<file path="config.mk">
export PLATFORM = sky130hd
export DESIGN_NAME = lamp_sched
export DESIGN_NICKNAME = d
export VERILOG_FILES = /design/src/rtl/lamp_sched.sv
export SDC_FILE = /design/constraint.sdc
export NUM_CORES = 1
export LEC_CHECK = 0
export BUFFER_PORTS_ARGS = -buffer_cell sky130_fd_sc_hd__buf_2
export CAP_MARGIN = 20
export CORE_ASPECT_RATIO = 0.9
export CORE_UTILIZATION = 60
export CTS_BUF_LIST = sky130_fd_sc_hd__clkbuf_2 sky130_fd_sc_hd__clkbuf_4 sky130_fd_sc_hd__clkbuf_8
export CTS_CLUSTER_DIAMETER = 80
export DETAILED_ROUTE_END_ITERATION = 8
export PLACE_DENSITY_LB_ADDON = 0.3
export SLEW_MARGIN = 20
export SYNTH_ARGS = -nofsm -noshare
export SYNTH_HDL_FRONTEND = slang
export SYNTH_SLANG_ARGS = --single-unit
export TNS_END_PERCENT = 10
</file>
<file path="constraint.sdc">
create_clock -name clk -period 2.97 [get_ports clk]
set_input_delay 0.594 -clock clk [delete_from_list [all_inputs] [get_ports clk]]
set_output_delay 0.594 -clock clk [all_outputs]
set_load 0.05 [all_outputs]
</file>
<file path="src/rtl/lamp_sched.sv">
// -----------------------------------------------------------------------------
// lamp_sched -- three-switch lamp scheduler.
//
// Three switches share one lamp. A rising edge on a switch is a press. A press
// claims ownership of the lamp and (re)arms a 2^CNT_W-cycle on-timer. The lamp
// turns off when the timer runs out. It also turns off at once when the
// current owner presses again. When several switches are pressed in the same
// cycle, the fixed priority is S1 > S2 > S3.
//
// Optional feature: define LAMP_WARN_EN to enable the pre-off warning window.
// During the last WARN_CYC cycles the lamp blinks (4 cycles on, 4 cycles off).
// An owner press in that window re-arms the timer instead of turning the lamp
// off. With LAMP_WARN_EN undefined, the lamp is steady for the whole count.
//
// Parameters:
//   CNT_W     on-timer width; the lamp is lit for 2^CNT_W cycles per arm
//   WARN_CYC  warning window length (multiple of 8, <= 2^(CNT_W-1))
// Ports:
//   clk        system clock, rising edge
//   rst_n      asynchronous active-low reset
//   S1..S3     switch levels; a press is a sampled 0->1 transition
//   F          lamp drive (registered)
//   owner      0 = none, 1/2/3 = S1/S2/S3 (registered)
//   busy       1 while the lamp is lit (ON or WARN), registered
// -----------------------------------------------------------------------------
module lamp_sched #(
    parameter int CNT_W    = 8,
    parameter int WARN_CYC = 16
) (
    input  logic       clk,
    input  logic       rst_n,
    input  logic       S1,
    input  logic       S2,
    input  logic       S3,
    output logic       F,
    output logic [1:0] owner,
    output logic       busy
);

    localparam logic [1:0] ST_IDLE = 2'd0;
    localparam logic [1:0] ST_ON   = 2'd1;
`ifdef LAMP_WARN_EN
    localparam logic [1:0] ST_WARN = 2'd2;
    localparam logic [CNT_W-1:0] WARN_AT = CNT_W'(WARN_CYC);
`endif

    // A bad WARN_CYC would break the blink phase or leave no ON period.
    if (((WARN_CYC % 8) != 0) || (WARN_CYC > (1 << (CNT_W - 1)))) begin : g_bad_warn_cyc
        $error("lamp_sched: WARN_CYC must be a multiple of 8 and <= 2^(CNT_W-1)");
    end

    // ---------------- input stage: two flops and edge detect per switch ------
    logic [2:0] s_in;
    logic [2:0] s_q;
    logic [2:0] s_qq;
    logic [2:0] press;

    assign s_in = {S3, S2, S1};

    for (genvar gi = 0; gi < 3; gi++) begin : g_sw
        always_ff @(posedge clk or negedge rst_n) begin
            if (!rst_n) begin
                s_q[gi]  <= 1'b0;
                s_qq[gi] <= 1'b0;
            end else begin
                s_q[gi]  <= s_in[gi];
                s_qq[gi] <= s_q[gi];
            end
        end
        assign press[gi] = s_q[gi] & ~s_qq[gi];
    end

    // Fixed priority S1 > S2 > S3. Presses that lose are dropped.
    logic       any_press;
    logic [1:0] win;

    assign any_press = |press;

    always_comb begin
        win = 2'd0;
        if (press[0])      win = 2'd1;
        else if (press[1]) win = 2'd2;
        else if (press[2]) win = 2'd3;
    end

    // ---------------- control state -----------------------------------------
    logic [1:0]       state_q, state_d;
    logic [CNT_W-1:0] cnt_q, cnt_d;
    logic [1:0]       owner_q, owner_d;
    logic             f_q, f_d;
    logic             busy_q, busy_d;

    always_comb begin
        state_d = state_q;
        cnt_d   = cnt_q;
        owner_d = owner_q;
        case (state_q)
            ST_IDLE: begin
                if (any_press) begin
                    state_d = ST_ON;
                    cnt_d   = '1;
                    owner_d = win;
                end else begin
                    cnt_d   = '0;
                    owner_d = 2'd0;
                end
            end
            ST_ON: begin
                if (any_press && (win == owner_q)) begin
                    state_d = ST_IDLE;
                    cnt_d   = '0;
                    owner_d = 2'd0;
                end else if (any_press) begin
                    state_d = ST_ON;
                    cnt_d   = '1;
                    owner_d = win;
`ifdef LAMP_WARN_EN
                end else if (cnt_q == WARN_AT) begin
                    state_d = ST_WARN;
                    cnt_d   = cnt_q - 1'b1;
`else
                end else if (cnt_q == '0) begin
                    state_d = ST_IDLE;
                    owner_d = 2'd0;
`endif
                end else begin
                    cnt_d = cnt_q - 1'b1;
                end
            end
`ifdef LAMP_WARN_EN
            ST_WARN: begin
                // Any press re-arms here, including one from the owner.
                if (any_press) begin
                    state_d = ST_ON;
                    cnt_d   = '1;
                    owner_d = win;
                end else if (cnt_q == '0) begin
                    state_d = ST_IDLE;
                    owner_d = 2'd0;
                end else begin
                    cnt_d = cnt_q - 1'b1;
                end
            end
`endif
            default: begin
                state_d = ST_IDLE;
                cnt_d   = '0;
                owner_d = 2'd0;
            end
        endcase
    end

    // F and busy are computed from the next-state values, so they switch on
    // the same edge as the state. Bit 2 of the count gives a 4-on/4-off blink.
    // Because WARN_CYC is a multiple of 8, the blink starts with the high phase.
    always_comb begin
        busy_d = (state_d != ST_IDLE);
        f_d    = (state_d == ST_ON);
`ifdef LAMP_WARN_EN
        if (state_d == ST_WARN) f_d = cnt_d[2];
`endif
    end

    always_ff @(posedge clk or negedge rst_n) begin
        if (!rst_n) begin
            state_q <= ST_IDLE;
            cnt_q   <= '0;
            owner_q <= 2'd0;
            f_q     <= 1'b0;
            busy_q  <= 1'b0;
        end else begin
            state_q <= state_d;
            cnt_q   <= cnt_d;
            owner_q <= owner_d;
            f_q     <= f_d;
            busy_q  <= busy_d;
        end
    end

    assign F     = f_q;
    assign owner = owner_q;
    assign busy  = busy_q;

endmodule

</file>
==> Yosys cells after proc, flatten, opt, wreduce, memory -nomap -nowiden <==
Cells that the tools add are included.
{ "totals": {"regBits": 20, "latch_bits": 0, "ram_bits": 0, "rom_bits": 0, "input_bits": 5, "out_inout_bits": 4, "word_cells": 46, "n_memories": 0} }
{ "classes": {"addsub": 1, "n_mul": 0, "div": 0, "n_lt_le_gt_ge": 0, "eq_ne": 5, "shifts": 0, "muxes": 18, "bitwise_logic": 6, "n_reduce_logical": 5} }
{ "op_table": {"columns": ["op", "n"], "rows": [
  ["8-bit 2-to-1 mux", 4],
  ["2-bit 2-to-1 mux", 11],
  ["8-bit one-hot mux with 2 select lines", 1],
  ["8-bit zero test", 1],
  ["4-bit != test (second input constant)", 2],
  ["2-bit one-hot mux with 2 select lines", 2],
  ["8-bit by 1-bit subtractor with 8-bit output (second input constant)", 1],
  ["2-bit by 1-bit == test with 1-bit output (second input constant)", 2],
  ["1-bit AND", 3],
  ["1-bit inverter", 3],
  ["3-bit OR reduction", 1],
  ["2-bit == test", 1],
  ["2-bit zero test", 1],
  ["2-bit nonzero test", 1],
  ["1-bit logical AND", 1]
]} }

==> Depth between registers and ports, before layout <==
Gate-level depths: netlist of the first run.
{ "logic_depth": {"ltp_word": 10, "ltp_mapped": 6, "mapped_depth_nobuf": 6} }

==> Least setup slack after synthesis of the first run <==
OpenSTA, ideal clock, no wires.
{ "synth_path": {"kind": "reg2reg", "startpoint": "register cnt_q[0]", "endpoint": "register cnt_q[1]", "setup_ns": 0.104, "t_arrival_ns": 1.819, "required_time_ns": 2.866, "setup_slack_ns": 1.047, "path_stages_with_launch": 7, "n_path_buf": 0, "synth_period_minus_slack_ns": 1.923, "path_cell_list": "dfrtp_1 inv_1 ha_1 nand2b_4 or4_4 or4_1 o311ai_1"} }
{ "synth_via": {"elab_chain_cells": 5, "elab_cells_between_ends": 7, "cone_classes": "add/sub (1); eq/ne (1); mux (4); reduce/logical (1)"} }
{ "synth_lines": {"columns": ["item", "line_no", "source"], "rows": [
  ["start: declaration", "88", "logic [CNT_W-1:0] cnt_q, cnt_d;"],
  ["start signal: assignment", "173", "cnt_q <= cnt_d;"],
  ["8-bit by 1-bit subtractor with 8-bit output", "127", "cnt_d = cnt_q - 1'b1;"],
  ["8-bit 2-to-1 mux", "122", "end else if (cnt_q == '0) begin"],
  ["8-bit 2-to-1 mux", "113", "end else if (any_press) begin"],
  ["8-bit 2-to-1 mux", "109", "if (any_press && (win == owner_q)) begin"],
  ["8-bit one-hot mux with 2 select lines", "97", "case (state_q)"]
]} }
Several ways; a longest one is shown, not always the timed one. The select of a mux whose other input is x is not followed.
A chain may end at the register's enable or synchronous reset.

==> Final worst setup path of the first run <==
Same ends and word-level chain as after synthesis.

==> results of run 1 <==
through the flow:
stage          power [W]  hold slack [ps]  cell area [um^2]  std cells  utilization, %
6_report        0.000743              203              1110        126            74.2
5_1_grt         0.000779              231              1110        126            74.2
4_1_cts         0.000746              216              1110        126            74.2
3_5_place_dp    0.000527              374              1060        122            70.7
3_3_place_gp    0.000522              368              1060        122            70.7
2_1_floorplan   0.000481              298               990         92               -
logic make-up after synthesis:
kind of cell | count (synthesis)
fa+ha+maj | 1
simple gates | 39
buf+inv | 3
mux | 1
compound gates | 22
flops | 20
other cells | 1
xor+xnor | 5
area by class of cell:
type | instances | share of cell area (%)
flip-flops and latches | 20 | 45.1
multi-input cells | 69 | 43.1
well taps | 22 | 2.48
clock buffers | 3 | 2.03
inverters | 3 | 1.01
clock inverters | 1 | 2.71
repair buffers | 8 | 3.61
where the power goes:
part / leakage, nW / switching (W) / internal [W] / total [W]
Sequential: 0.249 / 0.0000341 / 0.000305 / 0.000339
Combinational: 0.189 / 0.000110 / 0.0000764 / 0.000186
Clock: 0.0279 / 0.0000810 / 0.000136 / 0.000218
Total: 0.465 / 0.000225 / 0.000518 / 0.000743
how the worst max path moves through the flow:
| stage | startpoint | to | slack (ps) | cells after the start |
|---|---|---|---|---|
| detailed placement | cnt_q[0] | cnt_q[1] | 880 | 6 |
| global route | cnt_q[0] | cnt_q[1] | 700 | 6 |
| floorplan | cnt_q[0] | cnt_q[1] | 1050 | 6 |
| CTS | cnt_q[0] | cnt_q[1] | 860 | 6 |
| global placement | cnt_q[0] | cnt_q[1] | 970 | 6 |
| finish | cnt_q[0] | cnt_q[1] | 830 | 6 |
synthesized netlist by cell type:
cell      count  share of area [%]
xor2_1        2                1.8
a311oi_1      1               0.89
dfrtp_1      20                 51
a31oi_1       1               0.63
or3_2         1               0.76
or3_4         1                1.1
or4_1         2                1.5
nor3b_1       1               0.76
o31ai_1       1               0.76
inv_1         3                1.1
nor3_1        3                1.5
nor2b_1       4                2.5
ha_1          1                1.3
or4b_2        1                1.0
nor2_1        7                2.7
nor3_2        1                1.0
or2b_1        1               0.76
xnor2_1       3                2.7
nand2b_4      1                1.4
a21oi_1       7                3.5
nor4_1        1               0.63
nand2_1       3                1.1
nand3_1       2                1.0
nor4bb_1      1                1.0
a41oi_1       3                2.7
a211oi_1      2                1.5
o32ai_1       1               0.89
or2b_2        3                2.7
mux2i_1       1                1.0
o311ai_1      1               0.89
and2_1        2                1.3
nand2b_1      1               0.63
o21ai_0       1               0.51
and3_1        1               0.63
o41ai_1       1               0.89
o211ai_1      3                2.3
or4_4         1                1.1
nand4_1       1               0.63
conb_1        1               0.38
state kept, by name, indices dropped and copies added, names as in the netlist:
register	count
s_qq	3
busy	1
state_q	2
cnt_q	8
F	1
s_q	3
owner	2
routing by layer:
metal | part of all wire, % | wire [um]
met2 | 47 | 838
met1 | 46 | 814
met4 | 1.2 | 21
met5 | 0 | 0
met3 | 6.2 | 111
worst reg2reg max path: stages, from the launching register on:
cell and delay [ps]:
dfrtp_1 430, inv_1 110, ha_1 280, nand2b_4 80, or4_4 510, nor3_2 430, o311ai_1 160
==> flow_summary.ini, run 1 <==
[synth]
synthCells = 92
synth_seq_cells = 20
yosysSeqAreaShare_pct = 50.6
syn_area_per_cell_um2 = 10.8
synth_fa_ha_area_share_pct = 1.26
synth_top_family_by_area = simple AND/OR/NAND/NOR gates
synth_fp_nets = 98
synth_xor_area_share_pct = 4.42
muxShareOfSynthArea_pct = 1.01
yosys.area_share.simple_pct = 25.8
yosys_warnings = 0
ys_types = 39
syn-cell-area_um2 = 990
synth_compound_area_share_pct = 15.4

[timing]
period_needed_ps = 2140
post-route-period-util_pct = 72.1
max_freq_mhz = 467
drv_slew = 0
clock_skew_ps = 10.9
hold_violations = 0
setup_viol = 0
setup_tns_ps = 0
layout_setup_ws_ps = 830
rsz0062_at_grt = false
relSlewSlack_pct = 41.1
worst_slew_pin_slew_ps = 877

[clocking]
cts_repair_resize_count = 0
postCtsSetupRepairBufs = 0
hold_buffers = 0
ctsHtreeMaxLevel = 1
cts.sinks = 20
cts_buffer_depth = 2
numCtsBuffers = 3
clk_pin_slew_ps = 110
clk_latency_ps = 310
cts_tree = built
clock-root-buffer = clkbuf_4

[layout]
final_cell_mix = dfrtp_1 (20), buf_2 (8), a21oi_1 (7), nor2_1 (7), nor2b_1 (4)
antennaDiodeCount = 0
fillers = 113
nNetsFinal = 111
drive_above_1_share_pct = 20.2
multiInputGateArea_um2 = 478
layout_commonest_cell = dfrtp_1
seq_area_um2 = 500
syn_to_final_growth_pct = 12.1

[floorplan]
die_h_um = 40.5
fp.dieW_um = 44.8
start_util_pct = 66.1
design.core.area_mm2 = 0.00150
fp.dieArea_mm2 = 0.00182
pin_count = 9
core.rowCount = 13

[global_routing]
globalRouteMet2Util_pct = 38.6
grt_antenna_before_repair = 0
grt_usage_pct = 23.9
grt_pass1_wl_um = 2950
grt_max_degree = 21
grt_busiest_layer = met2
grt.overflow.total = 0
met3_usage_pct = 9.91
grt_pass1_vias = 676
met1_usage_pct = 30.4

[worst_setup_path]
cp-end-kind = flip-flop
cp.required_ps = 3150
criticalPathCategory = flip-flop to flip-flop
path_buf_inv = 1
r2r_slack_ps = 830
worstRegToRegCells = 6
crit_arrival_ps = 2320
crit_family = simple AND/OR/NAND/NOR gates
start_kind = flip-flop
crit_fanout = 9
cp_cell_sequence = inv_1, ha_1, nand2b_4, or4_4, nor3_2, o311ai_1
rr_startpoint = cnt_q[0]
r2r-end = cnt_q[1]
cp_slowest_stage_delay_ps = 510
critPathSlowestCell = or4_4

[placed_design]
place.gp.congestion = 0.835
place_ws_ps = 879
dpl.hpwl_um = 1280
io_buffers = 8

[route]
drtPass1Iterations = 4
vias = 777
wl_per_cell_um = 14.2
drt_wl_total_um = 1790
detail_route.iter0.violations = 29
final_antenna_net_count = 0
vias_per_cell = 6.17
drc_errors = 0

[power]
ir_drop_v = 0.000517
power-per-cell-area_mw_per_mm2 = 669
power.leakage_nw = 0.465

[outcome]
status = completed

[worst_hold_path]
hold_path.class = input port to asynchronous set/reset pin

[flow_run]
cap_violations = 0
No activity file was read; power rests on OpenSTA's default activity.
==> inputs of run 2 (changes only) <==
clock period = 2.2 ns   (was 2.97 ns; I/O delays follow)
==> flow_summary.ini, run 2 (synthesis gave the netlist of run 1 again) <==
[global_routing]
grt_pass1_wl_um = 3250
grt_antenna_before_repair = 0
grt_max_degree = 21
grt.overflow.total = 0
grt_usage_pct = 26.9
grt_pass1_vias = 708

[clocking]
clock-root-buffer = clkbuf_4
clk_latency_ps = 310
cts_tree = built
numCtsBuffers = 3
clk_pin_slew_ps = 120
hold_buffers = 0
ctsHtreeMaxLevel = 1
cts_buffer_depth = 2
cts.sinks = 20

[timing]
setup_tns_ps = 0
hold_violations = 0
max_freq_mhz = 479
setup_viol = 0
post-route-period-util_pct = 94.8
relSlewSlack_pct = 57.1
rsz0062_at_grt = false
clock_skew_ps = 15.2
period_needed_ps = 2090
drv_slew = 0
worst_slew_pin_slew_ps = 644

[worst_setup_path]
crit_arrival_ps = 2310
cp.required_ps = 2420
criticalPathCategory = flip-flop to flip-flop
crit_fanout = 5
cp-end-kind = flip-flop
start_kind = flip-flop

[power]
ir_drop_v = 0.000673
power-per-cell-area_mw_per_mm2 = 900
clockPowerShare_pct = 29.6
pwr-share-seq_pct = 45.3
fin_total_pwr_w = 0.00101
p_sw_share_pct = 30.8
pwr-share-comb_pct = 25.1
power_switching_w = 0.000312
power.internal_w = 0.000703
power.leakage_nw = 0.474

[floorplan]
design.core.area_mm2 = 0.00150
pin_count = 9
core.rowCount = 13
fp.dieArea_mm2 = 0.00182
die_h_um = 40.5
start_util_pct = 66.1
fp.dieW_um = 44.8

[flow_run]
cap_violations = 0

[layout]
drive_above_1_share_pct = 22.6
largest_register_ffs = 8
reg.largest.list = cnt_q (8), s_q (3), s_qq (3)
nNetsFinal = 113
final_cell_mix = dfrtp_1 (20), buf_2 (8), a21oi_1 (7), nor2_1 (7), nor2b_1 (4)
layout_commonest_cell = dfrtp_1
antennaDiodeCount = 0
largest-register = cnt_q
syn_to_final_growth_pct = 13.9

[route]
vias_per_cell = 6.14
wl_per_cell_um = 15.6
drt_wl_total_um = 1990
final_antenna_net_count = 0
drtPass1Iterations = 4
vias = 786
detail_route.iter0.violations = 12
drc_errors = 0

[placed_design]
dpl.hpwl_um = 1420
place.gp.congestion = 0.824
io_buffers = 8

[worst_hold_path]
hold_path.class = input port to asynchronous set/reset pin

[outcome]
status = completed
## run 2: power groups by stage
stage | registers, W | clock network [W] | logic [W]
3_3_place_gp | 0.000461 | 0 | 0.000244
3_5_place_dp | 0.000465 | 0 | 0.000248
6_report | 0.000460 | 0.000301 | 0.000254
4_1_cts | 0.000458 | 0.000304 | 0.000251
2_1_floorplan | 0.000485 | 0 | 0.000164
5_1_grt | 0.000467 | 0.000314 | 0.000278
## run 2: per-stage QoR
stage,util [%],cells,setup slack (ps),hold WS (ps),instance area [um^2]
2_1_floorplan,-,92,277,144,990
3_3_place_gp,71.7,124,212,368,1070
3_5_place_dp,71.7,124,133,391,1070
4_1_cts,75.2,128,106,56.0,1120
5_1_grt,75.3,128,5.74,81.6,1130
6_report,75.3,128,114,43.0,1130
## run 2: path summary, 6_finish.rpt
kind	slack, ps	to	depth (start not counted)	start
max in group asynchronous	1830	s_q[2]	1	rst_n
worst min-delay path	40	owner[0]	1	rst_n
worst max register to register	110	cnt_q[1]	6	cnt_q[0]
worst max-delay path	110	cnt_q[1]	6	cnt_q[0]
min in group clk	240	s_q[2]	1	S3
worst min register to register	410	s_qq[1]	0	s_q[1]
## run 2: metal layers
metal | wire (um) | GRT usage [%]
met1 | 955 | 35.3
met2 | 880 | 38.6
met3 | 87 | 8.11
met4 | 68 | 18.2
met5 | 0 | 0
## run 2: worst max-delay path: stages (launching register included)
cell	delay (ps)
dfrtp_1	440
inv_1	100
ha_2	240
nand2b_4	70
or4_4	510
or4_1	510
o311ai_1	110
## run 2: what timing repair did
action	in CTS	in global routing
resized for setup	0	1
setup buffers	0	0
setup endpoints to repair	0	1
## run 2: area by class of cell
cell class | instances | area (um^2)
inverters | 3 | 11.3
fillers | 111 | 369
repair buffers | 10 | 55.1
well taps | 22 | 27.5
clock inverters | 1 | 30.0
multi-input cells | 69 | 480
flip-flops and latches | 20 | 500
clock buffers | 3 | 22.5
